--- src/rtl/tpu_pkg.sv ---
// Shared Mini TPU definitions: datapath widths, the NOP encoding and the
// byte-assembler state type used by the instruction front end.
// Ports: none (package).
package tpu_pkg;

   localparam int DATA_WIDTH  = 8;
   localparam int INSTR_WIDTH = 2 * DATA_WIDTH;

   localparam logic [INSTR_WIDTH-1:0] INSTR_NOP = 16'h0000;

   // LOW: waiting for the low byte. HIGH: low byte held, waiting for the high byte.
   typedef enum logic {
      LOW  = 1'b0,
      HIGH = 1'b1
   } asm_state_t;

endpackage

--- src/rtl/instr_fifo.sv ---
// Instruction FIFO: DEPTH x WIDTH storage with wrap-bit pointers and level.
// Ports: clk/rst_n, clear (sync flush), push/wdata, pop, rdata (head entry,
// raw storage), full, empty, level (entry count, $clog2(DEPTH)+1 bits).
module instr_fifo #(
   parameter int DEPTH = 4,
   parameter int WIDTH = 16
) (
   input  logic                     clk,
   input  logic                     rst_n,
   input  logic                     clear,
   input  logic                     push,
   input  logic [WIDTH-1:0]         wdata,
   input  logic                     pop,
   output logic [WIDTH-1:0]         rdata,
   output logic                     full,
   output logic                     empty,
   output logic [$clog2(DEPTH):0]   level
);

   localparam int AW = $clog2(DEPTH);
   localparam logic [AW:0] PTR_ONE = {{AW{1'b0}}, 1'b1};

   // One extra pointer bit distinguishes full from empty when indices match.
   logic [AW:0]      wr_ptr;
   logic [AW:0]      rd_ptr;
   logic [WIDTH-1:0] mem [DEPTH];
   logic             do_push;
   logic             do_pop;

   // clear wins over both operations in the same cycle.
   assign do_push = push && !full  && !clear;
   assign do_pop  = pop  && !empty && !clear;

   always_ff @(posedge clk or negedge rst_n) begin
      if (!rst_n) begin
         wr_ptr <= '0;
         rd_ptr <= '0;
      end else if (clear) begin
         wr_ptr <= '0;
         rd_ptr <= '0;
      end else begin
         if (do_push) wr_ptr <= wr_ptr + PTR_ONE;
         if (do_pop)  rd_ptr <= rd_ptr + PTR_ONE;
      end
   end

   // Storage needs no reset: entries are only visible while non-empty.
   always_ff @(posedge clk) begin
      if (do_push) mem[wr_ptr[AW-1:0]] <= wdata;
   end

   assign full  = (wr_ptr[AW] != rd_ptr[AW]) && (wr_ptr[AW-1:0] == rd_ptr[AW-1:0]);
   assign empty = (wr_ptr == rd_ptr);
   assign level = wr_ptr - rd_ptr;
   assign rdata = mem[rd_ptr[AW-1:0]];

endmodule

--- src/rtl/instr_fetch.sv ---
// Byte-serial instruction front end: assembles 16-bit instructions from a
// low-byte-first 8-bit stream, buffers them in instr_fifo and presents them
// with valid/ready; drives NOP whenever nothing is buffered.
// Ports: clk/rst_n, byte_in/byte_valid/byte_ready (input stream), flush,
// instruction/instr_valid/instr_ready (to control unit).
// Optional build macro FETCH_STATUS_EN adds fifo_level and sticky overflow.
module instr_fetch
   import tpu_pkg::*;
#(
   parameter int DEPTH = 4
) (
   input  logic                     clk,
   input  logic                     rst_n,
   input  logic [DATA_WIDTH-1:0]    byte_in,
   input  logic                     byte_valid,
   output logic                     byte_ready,
   input  logic                     flush,
   output logic [INSTR_WIDTH-1:0]   instruction,
   output logic                     instr_valid,
   input  logic                     instr_ready
`ifdef FETCH_STATUS_EN
   ,
   output logic [$clog2(DEPTH):0]   fifo_level,
   output logic                     overflow
`endif
);

   asm_state_t               state;
   asm_state_t               state_nxt;
   logic [DATA_WIDTH-1:0]    half_reg;
   logic                     load_low;
   logic                     push;
   logic                     pop;
   logic                     byte_acc;
   logic                     full;
   logic                     empty;
   logic [INSTR_WIDTH-1:0]   head;
   logic [$clog2(DEPTH):0]   level;

   // A low byte never needs FIFO space; only the completing high byte does.
   // Depends on registered state only, so instr_ready never reaches byte_ready.
   assign byte_ready = (state == LOW) || !full;
   assign byte_acc   = byte_valid && byte_ready;

   always_ff @(posedge clk or negedge rst_n) begin
      if (!rst_n) state <= LOW;
      else        state <= state_nxt;
   end

   always_comb begin
      state_nxt = state;
      load_low  = 1'b0;
      push      = 1'b0;
      if (flush) begin
         state_nxt = LOW;
      end else if (byte_acc) begin
         case (state)
            LOW: begin
               load_low  = 1'b1;
               state_nxt = HIGH;
            end
            HIGH: begin
               push      = 1'b1;
               state_nxt = LOW;
            end
            default: state_nxt = LOW;
         endcase
      end
   end

   always_ff @(posedge clk or negedge rst_n) begin
      if (!rst_n)        half_reg <= '0;
      else if (load_low) half_reg <= byte_in;
   end

   assign pop = instr_valid && instr_ready;

   instr_fifo #(
      .DEPTH (DEPTH),
      .WIDTH (INSTR_WIDTH)
   ) u_fifo (
      .clk   (clk),
      .rst_n (rst_n),
      .clear (flush),
      .push  (push),
      .wdata ({byte_in, half_reg}),
      .pop   (pop),
      .rdata (head),
      .full  (full),
      .empty (empty),
      .level (level)
   );

   assign instr_valid = !empty;
   assign instruction = empty ? INSTR_NOP : head;

`ifdef FETCH_STATUS_EN
   assign fifo_level = level;

   // Sticky: a byte was offered while the block could not take it.
   always_ff @(posedge clk or negedge rst_n) begin
      if (!rst_n)                         overflow <= 1'b0;
      else if (flush)                     overflow <= 1'b0;
      else if (byte_valid && !byte_ready) overflow <= 1'b1;
   end
`else
   logic unused_level;
   assign unused_level = ^level;
`endif

endmodule

--- config.mk ---
export PLATFORM = sky130hd
export DESIGN_NAME = instr_fetch
export DESIGN_NICKNAME = d
export VERILOG_FILES = /design/src/rtl/tpu_pkg.sv /design/src/rtl/instr_fifo.sv /design/src/rtl/instr_fetch.sv
export SDC_FILE = /design/constraint.sdc
export NUM_CORES = 1
export LEC_CHECK = 0
export BUFFER_PORTS_ARGS = -buffer_cell sky130_fd_sc_hd__buf_2
export CELL_PAD_IN_SITES_DETAIL_PLACEMENT = 1
export CELL_PAD_IN_SITES_GLOBAL_PLACEMENT = 1
export CORE_ASPECT_RATIO = 0.9
export CORE_MARGIN = 3
export CORE_UTILIZATION = 45
export CTS_CLUSTER_SIZE = 8
export DETAILED_ROUTE_END_ITERATION = 12
export HOLD_SLACK_MARGIN = 0.05
export PLACE_DENSITY = 0.76
export SLEW_MARGIN = 30
export SYNTH_ARGS = -nofsm -noshare
export SYNTH_HDL_FRONTEND = slang
export SYNTH_HIERARCHICAL = 1
export SYNTH_SLANG_ARGS = --single-unit
--- constraint.sdc ---
create_clock -name clk -period 10.8 [get_ports clk]
set_input_delay 0.54 -clock clk [delete_from_list [all_inputs] [get_ports clk]]
set_output_delay 0.54 -clock clk [all_outputs]
set_load 0.02 [all_outputs]
# After elaboration in Yosys (flattened, before gate mapping)
# Memory sizes are Yosys's and may differ from the RTL's.
# Index checks and enable logic that the tools add are counted.
[totals] mem_count=1 romBits=0 mem_bits_rw=64 latchBits=0 ff_bits=15 inputBits=13 output_inout_bits=18
[op_classes] n_lt_le_gt_ge=0 bitwise=1 n_reduce_logical=14 n_shift=0 mux=16 eq_ne=3 n_mul=0 addsub=2 n_div=0
[mem_list] memory="u_fifo.mem" words=4 word_bits=16 read_ports=1 rd_clocked_by_memory_dff=0 write_ports=1 line="instr_fifo.sv:26" text="logic [WIDTH-1:0] mem [DEPTH];"
[ops] operator="$mux 16" count=1
[ops] operator="$mux 3" count=4
[ops] operator="$mux 1" count=10
[ops] operator="$logic_and 1x1->1" count=7
[ops] operator="$add 3x1->3 const B" count=2
[ops] operator="$reduce_bool 2->1" count=3
[ops] operator="$eq 3x3->1" count=1
[ops] operator="$logic_not 1->1" count=3
[ops] operator="$eq 2x2->1" count=1
[ops] operator="$pmux 1 s2" count=1
[ops] operator="$logic_or 1x1->1" count=1
[ops] operator="$ne 1x1->1" count=1
[ops] operator="$not 1->1" count=1

# Logic depth before layout (Yosys ltp)
[depth] depth_word=11 mapped_depth=10

# By module
# The synthesis kept the hierarchy.
[by_module_without_submodules] module="instr_fifo" area_per_inst_um2=2891.5 cells_per_inst=148 instances=1
[by_module_without_submodules] module="instr_fetch" area_per_inst_um2=479.2 cells_per_inst=42 instances=1

# Worst setup path before layout
# No wires, ideal clock.
[synth_timing] kind="reg-to-reg" from="reg u_fifo.rd_ptr[1]" to="mem u_fifo.mem[3][0], enable pin" stages_incl_launch_ff=9 setup_slack_ns=7.282 period_less_slack_ns=3.518 setup_time_ns=0.409 required_ns=10.391 t_arrival_ns=3.108 cell_sequence="dfrtp_1 -> buf_2 -> inv_1 -> ha_1 -> nand3_2 -> inv_1 -> nor4bb_1 -> nand2_1 -> nor3_1"
[synth_between] elab_chain_cells=11
[synth_rtl] element="start: declaration" line="instr_fifo.sv:25" text="logic [AW:0] rd_ptr;"
[synth_rtl] element="start signal: assignment" line="instr_fifo.sv:43" text="if (do_pop) rd_ptr <= rd_ptr + PTR_ONE;"
[synth_rtl] element="$eq 2x2->1" line="instr_fifo.sv:52" text="assign full = (wr_ptr[AW] != rd_ptr[AW]) && (wr_ptr[AW-1:0] == rd_ptr[AW-1:0]);"
[synth_rtl] element="$logic_and 1x1->1" line="instr_fifo.sv:52"
[synth_rtl] element="net full" line="instr_fetch.sv:35" text="logic full;"
[synth_rtl] element="$logic_not 1->1" line="instr_fetch.sv:42" text="assign byte_ready = (state == LOW) || !full;"
[synth_rtl] element="$logic_or 1x1->1" line="instr_fetch.sv:42"
[synth_rtl] element="$logic_and 1x1->1" line="instr_fetch.sv:43" text="assign byte_acc = byte_valid && byte_ready;"
[synth_rtl] element="$mux 1" line="instr_fetch.sv:56" text="end else if (byte_acc) begin"
[synth_rtl] element="$mux 1" line="instr_fetch.sv:54" text="if (flush) begin"
[synth_rtl] element="net push" line="instr_fetch.sv:32" text="logic push;"
[synth_rtl] element="$logic_and 1x1->1 (2 in a row)" line="instr_fifo.sv:31" text="assign do_push = push && !full && !clear;"
[synth_rtl] element="$mux 1" line="instr_fifo.sv:49" text="if (do_push) mem[wr_ptr[AW-1:0]] <= wdata;"
[synth_rtl] element="$mux 1 (not written as such)" line="instr_fifo.sv:49"
[synth_rtl] element="end: declaration" line="instr_fifo.sv:26"
# The timed path passes the listed nets, and every way through them passes these cells.

# Worst setup path in the final report
[layout_timing] from="reg u_fifo.rd_ptr[1]" to="mem u_fifo.mem[1][10], enable pin"
# The elaborated chain is that of the path after synthesis.

==> impl_metrics.ini <==
[sta]
setup_viol = 0
layout_setup_ws_ns = 7.05
drv_slew = 0
tns_ns = 0
fmax_ghz = 0.266
rsz0062_at_grt = no
holdWs_ns = 0.106
fin_skew_ns = 0.0130
post-route-period-util_pct = 34.7
tightestPinTransition_ns = 0.922
min_period_ns = 3.75
hold_viol_final = 0
slew_headroom_pct = 38.5

[setup_path]
cpMaxStageDelayCell = dfrtp_1
path_cells = inv_1, ha_1, nand3_2, inv_1, nor4bb_2, nor2b_1, and3_1
cp_max_fo = 19
critPathMostFrequentCell = inv_1
start_kind = register
critPathMaxStageDelay_ns = 0.89
critPathArrivalTime_ns = 3.72
worst-path-buf-inv = 2
rrSetupSlack_ns = 7.05
path_class = reg2reg
endpoint_kind = register
cp_top_family = simple AND/OR/NAND/NOR gates
cp.required_ns = 10.77

[global_route]
antenna_found_initial = 0
grt_pass1_vias = 1882
grt_max_degree = 21
grt_pass1_wl_um = 10300
grt.total_usage_pct = 16.4
grt_overflow = 0

[die]
fp-row-count = 29
die_x_um = 96.7
start_util_pct = 46.9
io-pin-count = 31
die_area_mm2 = 0.00848
die_h_um = 87.7
coreArea_mm2 = 0.00711

[power_and_ir_drop]
p_sw_share_pct = 28.3
total_power_uw = 774
intPower_uw = 555
p_leak_nw = 1.37
p_sw_uw = 219
power.share.sequential_pct = 45.9
powerDensity_mw_per_mm2 = 203
vdd_ir_drop_max_mv = 0.104
combPwrFrac_pct = 22.0
clock_power_share_pct = 32.1

[routing]
drc = 0
dr.pass1.iters = 4
ant_nets = 0
routed_wl_um = 6290
drtIter0Drc = 82
via_per_inst = 5.47
vias = 1751
wire_per_inst_um = 19.7

[clock_network]
clock-sinks = 79
htreeDepth = 3
post_cts_resized = 0
clockBufferDepth = 2
cts_tree = done
numCtsBuffers = 9
cts_hold_buf = 0
cts_root_buf = clkbuf_8
cts_setup_buffers = 0
clk_latency_ns = 0.35
clk_pin_slew_worst_paths_ns = 0.09

[run_status]
run_status = complete, no violations

[placed_design]
dpl-instance-area_mm2 = 0.00358
io_buffer_count = 30
place_inst = 304
globalplace.congestion = 0.801
place_ws_ns = 6.85
dp_hpwl_um = 4060

[finish]
drive_gt1_share_pct = 34.8
layout.nets = 242
final_area_mm2 = 0.00382
largest_register_ffs = 64
fin_util_pct = 53.7
fin_cells = 320
synthToLayoutAreaGrowth_pct = 14.5
nFillCells = 682
insertedDiodeCount = 0

[logic_synthesis]
syn-cell-area_mm2 = 0.00333
ys.warnings.count = 6
synthCells = 186
syn_nets = 206
avgSynthCellArea_um2 = 17.9

[min_path]
hp-class = in2async

[run]
maxCapViolCount = 0
-- power by group through the flow --
stage	sequential (mW)	clock (mW)	combinational, mW
2_1_floorplan	0.358	0	0.129
3_3_place_gp	0.362	0	0.169
3_5_place_dp	0.363	0	0.173
4_1_cts	0.356	0.254	0.173
5_1_grt	0.358	0.268	0.186
6_report	0.356	0.248	0.170
-- layout make-up --
type,instances,area [µm²],share of cell area [%]
Clock buffer,10,138,3.61
Clock inverter,6,91.3,2.39
Inverter,5,18.8,0.492
Timing Repair Buffer,33,173,4.52
Multi-Input combinational cell,94,983,25.8
Tap cell,93,116,3.05
Sequential cell,79,2300,60.2
-- cells in the final DEF, fill, tap and decap left out, types with 2 or more instances in the layout --
cell / count
ha_1: 7
buf_4: 3
nor2_1: 4
nor2b_1: 20
a32oi_1: 3
clkbuf_8: 10
o311ai_0: 4
inv_6: 2
and4b_1: 3
buf_2: 30
edfxtp_1: 64
and3_1: 3
dfrtp_1: 15
a21oi_1: 3
a31oi_1: 2
mux2_2: 8
inv_1: 5
mux4_2: 16
nand2_1: 4
nand3_1: 4
bufinv_16: 2
-- routing by layer --
layer,GRT usage [%],part of all wire [%],up-vias
li1,-,-,803
met1,20.6,45,902
met2,27.4,50,36
met3,4.22,3.4,10
met4,7.02,1.8,0
met5,0,0,-
-- final timing paths --
path	from	endpoint	depth (start not counted)
max	u_fifo/rd_ptr[1]	u_fifo/mem[1][10]	7
min	rst_n	u_fifo/rd_ptr[2]	1
max reg2reg	u_fifo/rd_ptr[1]	u_fifo/mem[1][10]	7
min reg2reg	half_reg[1]	u_fifo/mem[1][1]	0
max in group asynchronous	rst_n	half_reg[5]	1
min in group clk	byte_in[7]	u_fifo/mem[3][15]	1
Power figures use the tool's default switching activity.
